<file path="src/rtl/parking_gate_ctrl.sv">
// Parking gate controller: entry/exit edge detect, password check with lockout, occupancy count.
// Outputs decode state one cycle after the sampling edge; there is no backpressure (inputs are levels/strobes).
module parking_gate_ctrl #(
  parameter int          CAPACITY    = 8,
  parameter logic [3:0]  PASSWORD    = 4'b1011,
  parameter int          GATE_CYCLES = 16,
  parameter int          MAX_TRIES   = 3,
  parameter int          LOCK_CYCLES = 32
) (
  input  logic       clk,
  input  logic       reset,
  input  logic       entry_sensor,
  input  logic       exit_sensor,
  input  logic [3:0] pw,
  input  logic       pw_valid,
  output logic       gate_open,
  output logic       green_led,
  output logic       red_led,
  output logic [3:0] count,
  output logic       full,
  output logic       locked
);

  localparam int GW = $clog2(GATE_CYCLES + 1);
  localparam int LW = $clog2(LOCK_CYCLES + 1);
  localparam int TW = $clog2(MAX_TRIES + 1);
  localparam logic [GW-1:0] GATE_LAST = GW'(GATE_CYCLES - 1);
  localparam logic [LW-1:0] LOCK_LAST = LW'(LOCK_CYCLES - 1);
  localparam logic [TW-1:0] TRIES_MAX = TW'(MAX_TRIES);
  localparam logic [3:0]    CAP       = 4'(CAPACITY);

  typedef enum logic [2:0] {IDLE, WAIT_PW, ENTER_OPEN, EXIT_OPEN, LOCKOUT} state_t;

  state_t          state, state_d;
  logic [3:0]      count_q, count_d;
  logic [TW-1:0]   tries, tries_d;
  logic [GW-1:0]   gate_cnt, gate_cnt_d;
  logic [LW-1:0]   lock_cnt, lock_cnt_d;
  logic            entry_q, exit_q;
  logic            entry_rise, exit_rise;

  assign entry_rise = entry_sensor & ~entry_q;
  assign exit_rise  = exit_sensor & ~exit_q;

  always_ff @(posedge clk) begin
    if (reset) begin
      state    <= IDLE;
      count_q  <= '0;
      tries    <= '0;
      gate_cnt <= '0;
      lock_cnt <= '0;
      entry_q  <= 1'b1;
      exit_q   <= 1'b1;
    end else begin
      state    <= state_d;
      count_q  <= count_d;
      tries    <= tries_d;
      gate_cnt <= gate_cnt_d;
      lock_cnt <= lock_cnt_d;
      entry_q  <= entry_sensor;
      exit_q   <= exit_sensor;
    end
  end

  always_comb begin
    state_d    = state;
    count_d    = count_q;
    tries_d    = tries;
    gate_cnt_d = gate_cnt;
    lock_cnt_d = lock_cnt;
    full       = (count_q == CAP);
    gate_open  = 1'b0;
    green_led  = 1'b0;
    red_led    = 1'b0;
    locked     = 1'b0;
    count      = count_q;

    unique case (state)
      IDLE: begin
        red_led = full;
        // An accepted exit wins and swallows a coincident entry rise.
        if (exit_rise && count_q != 4'd0) begin
          state_d    = EXIT_OPEN;
          gate_cnt_d = '0;
        end else if (entry_rise && !full) begin
          state_d = WAIT_PW;
          tries_d = '0;
        end
      end
      WAIT_PW: begin
        red_led = 1'b1;
        if (!entry_sensor) begin
          state_d = IDLE;
          tries_d = '0;
        end else if (pw_valid) begin
          if (pw == PASSWORD) begin
            state_d    = ENTER_OPEN;
            gate_cnt_d = '0;
          end else begin
            tries_d = tries + 1'b1;
            if (tries + 1'b1 == TRIES_MAX) begin
              state_d    = LOCKOUT;
              lock_cnt_d = '0;
            end
          end
        end
      end
      ENTER_OPEN, EXIT_OPEN: begin
        gate_open = 1'b1;
        green_led = 1'b1;
        if (gate_cnt == GATE_LAST) begin
          state_d = IDLE;
          count_d = (state == ENTER_OPEN) ? count_q + 4'd1 : count_q - 4'd1;
        end else begin
          gate_cnt_d = gate_cnt + 1'b1;
        end
      end
      LOCKOUT: begin
        locked  = 1'b1;
        red_led = 1'b1;
        if (lock_cnt == LOCK_LAST) begin
          state_d = IDLE;
          tries_d = '0;
        end else begin
          lock_cnt_d = lock_cnt + 1'b1;
        end
      end
      default: state_d = IDLE;
    endcase
  end

endmodule

</file>
<file path="config.mk">
export PLATFORM = sky130hd
export DESIGN_NAME = parking_gate_ctrl
export DESIGN_NICKNAME = d
export VERILOG_FILES = /design/src/rtl/parking_gate_ctrl.sv
export SDC_FILE = /design/constraint.sdc
export NUM_CORES = 1
export LEC_CHECK = 0
export BUFFER_PORTS_ARGS = -buffer_cell sky130_fd_sc_hd__buf_2
export CORE_UTILIZATION = 40
export DETAILED_ROUTE_END_ITERATION = 10
export HOLD_SLACK_MARGIN = 0.12
export PLACE_DENSITY = 0.63
export REMOVE_ABC_BUFFERS = 1
export SYNTH_ARGS = -nofsm -noshare
export SYNTH_HDL_FRONTEND = slang
export SYNTH_SLANG_ARGS = --single-unit
</file>
<file path="constraint.sdc">
create_clock -name clk -period 2.5 [get_ports clk]
set_clock_uncertainty 0.2 [all_clocks]
set_input_delay 0.5 -clock clk [delete_from_list [all_inputs] [get_ports clk]]
set_output_delay 0.5 -clock clk [all_outputs]
set_load 0.005 [all_outputs]
</file>
## Word level (Yosys, flattened, before mapping)

Cells that the tools add are included.

- Eq/ne operators: 25
- Bitwise operators: 4
- Multiplexer cells: 32
- Reduce and logical (&&, ||, !) cells: 15
- $add $sub $neg: 5

Operators by type and width:

| operator | number |
|---|---|
| $mux W6 | 5 |
| $mux W5 | 5 |
| $mux W3 | 8 |
| $ne A2 B2 Y1 const B | 12 |
| $reduce_and A6 Y1 | 3 |
| $pmux W5 S3 | 1 |
| $mux W2 | 6 |
| $pmux W3 S4 | 1 |
| $pmux W6 S2 | 1 |
| $ne A3 B3 Y1 const B | 3 |
| $eq A4 B4 Y1 const B | 2 |
| $add A6 B1 Y6 const B | 1 |
| $eq A3 B2 Y1 const B | 2 |
| $eq A6 B5 Y1 const B | 1 |
| $pmux W2 S3 | 1 |
| $reduce_bool A3 Y1 | 2 |
| $add A5 B1 Y5 const B | 1 |
| $eq A5 B4 Y1 const B | 1 |
| $reduce_and A5 Y1 | 1 |
| $add A4 B1 Y4 const B | 1 |
| $mux W4 | 1 |
| $ne A4 B4 Y1 const B | 1 |
| $reduce_bool A4 Y1 | 1 |
| $reduce_or A2 Y1 | 2 |
| other kinds (14) | 18 |

- Word-level logic and storage cells: 88
- Flip-flop bits (word level): 22
- Output and inout bits: 9
- Input port bits: 9

## Longest topological paths before layout

- Word-level depth: 7
- Depth in mapped cells: 9

## Worst setup path after synthesis

No wires, ideal clock.

- Path type: register -> register
- Start point: register state[1]
- End point: register count_q[3], in the netlist count[3]
- Clock period less this slack: 2.208 ns
- Setup slack: 0.292 ns
- Stages on the path, launching flop included: 10
- Data arrival time: 1.937 ns
- Cell sequence: dfxtp_1 > nor2b_1 > buf_2 > nand2_1 > ha_1 > a21o_2 > a21oi_1 > xnor2_1 > or3_1 > a21oi_1

- Cells in the longest elaborated chain, start to end: 3
- Elaborated cells between the ends (all ways): 5

RTL lines:

| element | line | RTL |
|---|---|---|
| from (decl) | 34 | `state_t state, state_d;` |
| from (signal assigned) | 55 | `state <= state_d;` |
| $eq A3 B2 Y1, on equally long branches | 78, 113 |  |
| $reduce_or A2 Y1 | 78 | `unique case (state)` |
| $reduce_and A2 Y1 (no line) | - |  |
| to (signal assigned) | 56 | `count_q <= count_d;` |
| to (decl) | 35 | `logic [3:0] count_q, count_d;` |

Parallel ways exist; a longest one is shown, timed or not.
A chain may end at the register's enable or synchronous reset.

## Worst setup path after layout

- Start point: register count_q[0], in the netlist count[0]
- End point: output red_led

- Cells in the longest elaborated chain, start to end: 2

RTL lines:

| element | line | RTL |
|---|---|---|
| $eq A4 B4 Y1 | 71 | `full = (count_q == CAP);` |
| $pmux W1 S2 | 78 |  |
| to (decl) | 18 | `output logic red_led,` |

No other way between the ends.

==> summary.md <==
| Metric | Value |
|---|---|
| Status | `complete, no violations` |
| Post-synth top area share | `33.8%` |
| Hold Path Cell Cnt | `2` |
| Slew Viols, Final | `0` |
| Largest area contributor in the netlist | `dfxtp_1` |
| Combinational share of power | `17.3%` |
| CORE AREA | `~0.003 sq mm` |
| Die H | `59.1 um` |
| Slowest-stage cell, CP | `or4b_4` |
| Crit end category | `output pin` |
| Slack of the worst reg-to-reg path | `around 340 ps` |
| Worst endpoint data arrival time | `1700 ps` |
| RSZ-0062 raised after global routing | `no` |
| Number of global-route vias before repair | `1122` |
| Final worst path period need | `2400 ps` |
| H-tree levels | `1` |
| Final wirelength | `2890 um` |
| Dpl cells | `213` |
| Fin util | `between 40% and 50%` |
| Post-DP Area | `0.00144 sq mm` |
| Cell count after synthesis | `156` |
| GR Util All Layers | `18.7%` |
| Cell breakdown of the critical path | `or4b_4 -> inv_2 -> nor3_1 -> a211oi_1 -> buf_2` |
| Maximum vdd drop | `0.263 mV` |
| First-pass GRT wire length | `roughly 5000 um` |
| Crit Path Category | `flip-flop to output pin` |
| Top Family by Delay on Critical Path | `simple AND/OR/NAND/NOR gates` |
| Cell Int Power | `slightly below 0.5 mW` |
| Nets@finish | `between 150 and 200` |
| CTS Buf Count | `3` |
| Max Freq | `around 420 MHz` |
| Rel. slew slack | `between 60% and 70%` |
| Register share of total power | `53.1%` |
| Synthesis warning total | `0` |
| Slew @ Worst Pin | `530 ps` |
| I/O Buffers | `17` |
| Post-CTS Setup Inserts | `0` |
| Crit path max fanout | `6` |
| First-pass DRT Iterations | `4` |
| Avg WL per Cell | `13.3 um` |
| FF-to-FF Start | `gate_cnt[0]` |
| Max incr delay on CP | `540 ps` |
| Number of synthesized flops with an enable pin | `0` |
| CTS tree | `done` |
| Worst Hold Endpoint | `exit_q` |
| Number of cells on the critical path | `5` |
| Mean Syn Cell Area | `8.36 sq um` |
| Switching share of power | `27.6%` |
| Starting Density | `42.4%` |
| Hold_sp | `exit_sensor` |
| Ports | `18` |
| DRC | `0` |
| Design Area, Final | `roughly 0.0015 sq mm` |
| Grt ovf | `0` |
| Fin Hold WS | `between 150 and 200 ps` |
| Setup TNS | `0 ps` |
| Via density | `5.53` |
| CTS Buffer Depth | `2` |
| Vias | `1199` |
| Yosys reg bits | `22` |
| Critical Path Start | `count[0]` |
| Synthesized area | `~0.0013 sq mm` |
| Period utilization | `96.1%` |
| Total inserted antenna cells | `0` |
| Die area | `0.00349 sq mm` |
| Ys flop type | `dfxtp_1` |
| Yosys cell types | `47` |
| PD cells | `459 mW/mm^2` |
| Post-synthesis sequential area ratio | `between 30% and 40%` |
| Async S/R FF share, synth | `0%` |
| Final hold vios | `0` |
| Starting DRT DRC Count | `23` |
| Area contributors post-synth | `dfxtp_1 (34%), ha_1 (5.8%), a21oi_1 (5.0%), nand2_1 (4.0%), nor2_1 (3.7%)` |
| Share of layout cells above drive strength 1 | `22.5%` |
| Leakage power | `0.562 nW` |
| Clock Sinks | `22` |
| Layout area overhead | `13.5%` |
| R2R cell count | `8` |
| Hpwl dp | `2180 um` |
| R2r endpoint | `state[2]` |
| WP data required | `1800 ps` |
| Clock power share | `approximately 30%` |
| DRT antenna net count | `0` |
| Clock root buffer | `clkbuf_4` |
| Psw | `0.187 mW` |
| Die extent in x | `59.1 um` |
| Gp weighted congestion | `0.893` |
| Clk Latency, worst-skew pair | `roughly 320 ps` |
| Setup Viol. Count Final | `0` |
| Hold WC Path Type | `input port to flip-flop` |
| Buf/Inv on CP | `2` |
| Clock-pin slew on the worst setup and hold paths | `120 ps` |
| Largest net degree at the start of global routing | `26` |
| Rows | `20` |
| Initial antenna violation count | `0` |
| Max Cap Violations | `0` |
| Post-route insts no fill | `217` |
| Startpoint types | `flip-flop` |
## power groups by stage
stage | combinational (mW) | sequential (mW) | clock (mW)
2_1_floorplan | 0.0642 | 0.380 | 0
3_3_place_gp | 0.117 | 0.370 | 0
3_5_place_dp | 0.118 | 0.370 | 0
4_1_cts | 0.119 | 0.362 | 0.210
5_1_grt | 0.132 | 0.362 | 0.222
6_report | 0.118 | 0.361 | 0.201
## stage by stage
step / power, mW / setup WS [ps]
floorplan: 0.444 / -75.4
global placement: 0.487 / 401
detailed placement: 0.488 / 361
CTS: 0.691 / 14.1
global route: 0.716 / 2.58
finish: 0.679 / 98.4
## registers in the layout, indices dropped and copies added (netlist names)
name and cells:
lock_cnt 6, gate_cnt 5, count 4, state 3, tries 2, entry_q 1, exit_q 1
## layout make-up
cell class                      count  area (sq um)
Clock buffer                        4          36.3
Timing Repair Buffer               22           123
Inverter                           10          37.5
Multi-Input combinational cell    115           783
Fill cell                         322          1600
Sequential cell                    22           445
Tap cell                           44          55.1
## how the worst max path moves through the flow
stage / to
2_1_floorplan: count[3]
3_3_place_gp: count[3]
3_5_place_dp: red_led
4_1_cts: red_led
5_1_grt: red_led
6_report: red_led
## kinds of logic (layout without fill, tap and decap cells)
| group | Yosys count | in the layout | share of synthesized area [%] |
|---|---|---|---|
| flops | 22 | 22 | 33.8 |
| simple gates | 60 | 60 | 24.9 |
| mux | 2 | 2 | 1.73 |
| buf+inv | 19 | 36 | 6.14 |
| compound gates | 43 | 43 | 24.2 |
| fa+ha+maj | 7 | 7 | 7.29 |
| xor+xnor | 3 | 3 | 2.02 |
## synth_stat cells, types with 2 or more instances
library cell  number
a211o_1            3
a211oi_1           2
a21oi_1           13
a22oi_1            4
a311oi_1           4
a41oi_1            2
and3_1             2
buf_2              4
clkbuf_1           4
dfxtp_1           22
ha_1               6
inv_1              9
mux2_2             2
nand2_1           14
nand2b_1           5
nand3_1            3
nand4_1            4
nand4b_1           2
nor2_1            13
nor2b_1            2
nor3_1             6
o21ai_0            3
or2_2              2
xor2_1             2
## routing by layer
layer	wire, um	vias to the layer above	track usage, %
li1	-	608	-
met1	1290	577	22.7
met2	1520	11	33.6
met3	65	3	4.15
met4	15	0	4.08
met5	0	-	0
## repair_timing
| action | CTS | global route |
|---|---|---|
| setup endpoints to repair | 1 | 1 |
| pin swaps | 0 | 1 |
| resized for setup | 1 | 2 |
| hold buffers | 0 | 0 |
## placed cells by master (no fill, tap or decap), types with 2 or more instances in the layout
cell,count
buf_2,17
a211oi_1,2
and3_1,2
a211o_1,3
a311oi_1,4
dfxtp_1,20
nand4_1,4
clkbuf_4,3
xor2_1,2
or2_2,2
mux2_2,2
nor3_1,6
a22oi_1,4
inv_1,9
ha_1,6
a21oi_1,13
nand2b_1,5
o21ai_0,3
nand2_1,14
nand3_1,3
a41oi_1,2
nor2_1,13
nand4b_1,2
buf_4,5
nor2b_1,2
(Power assumes the default switching activity.)
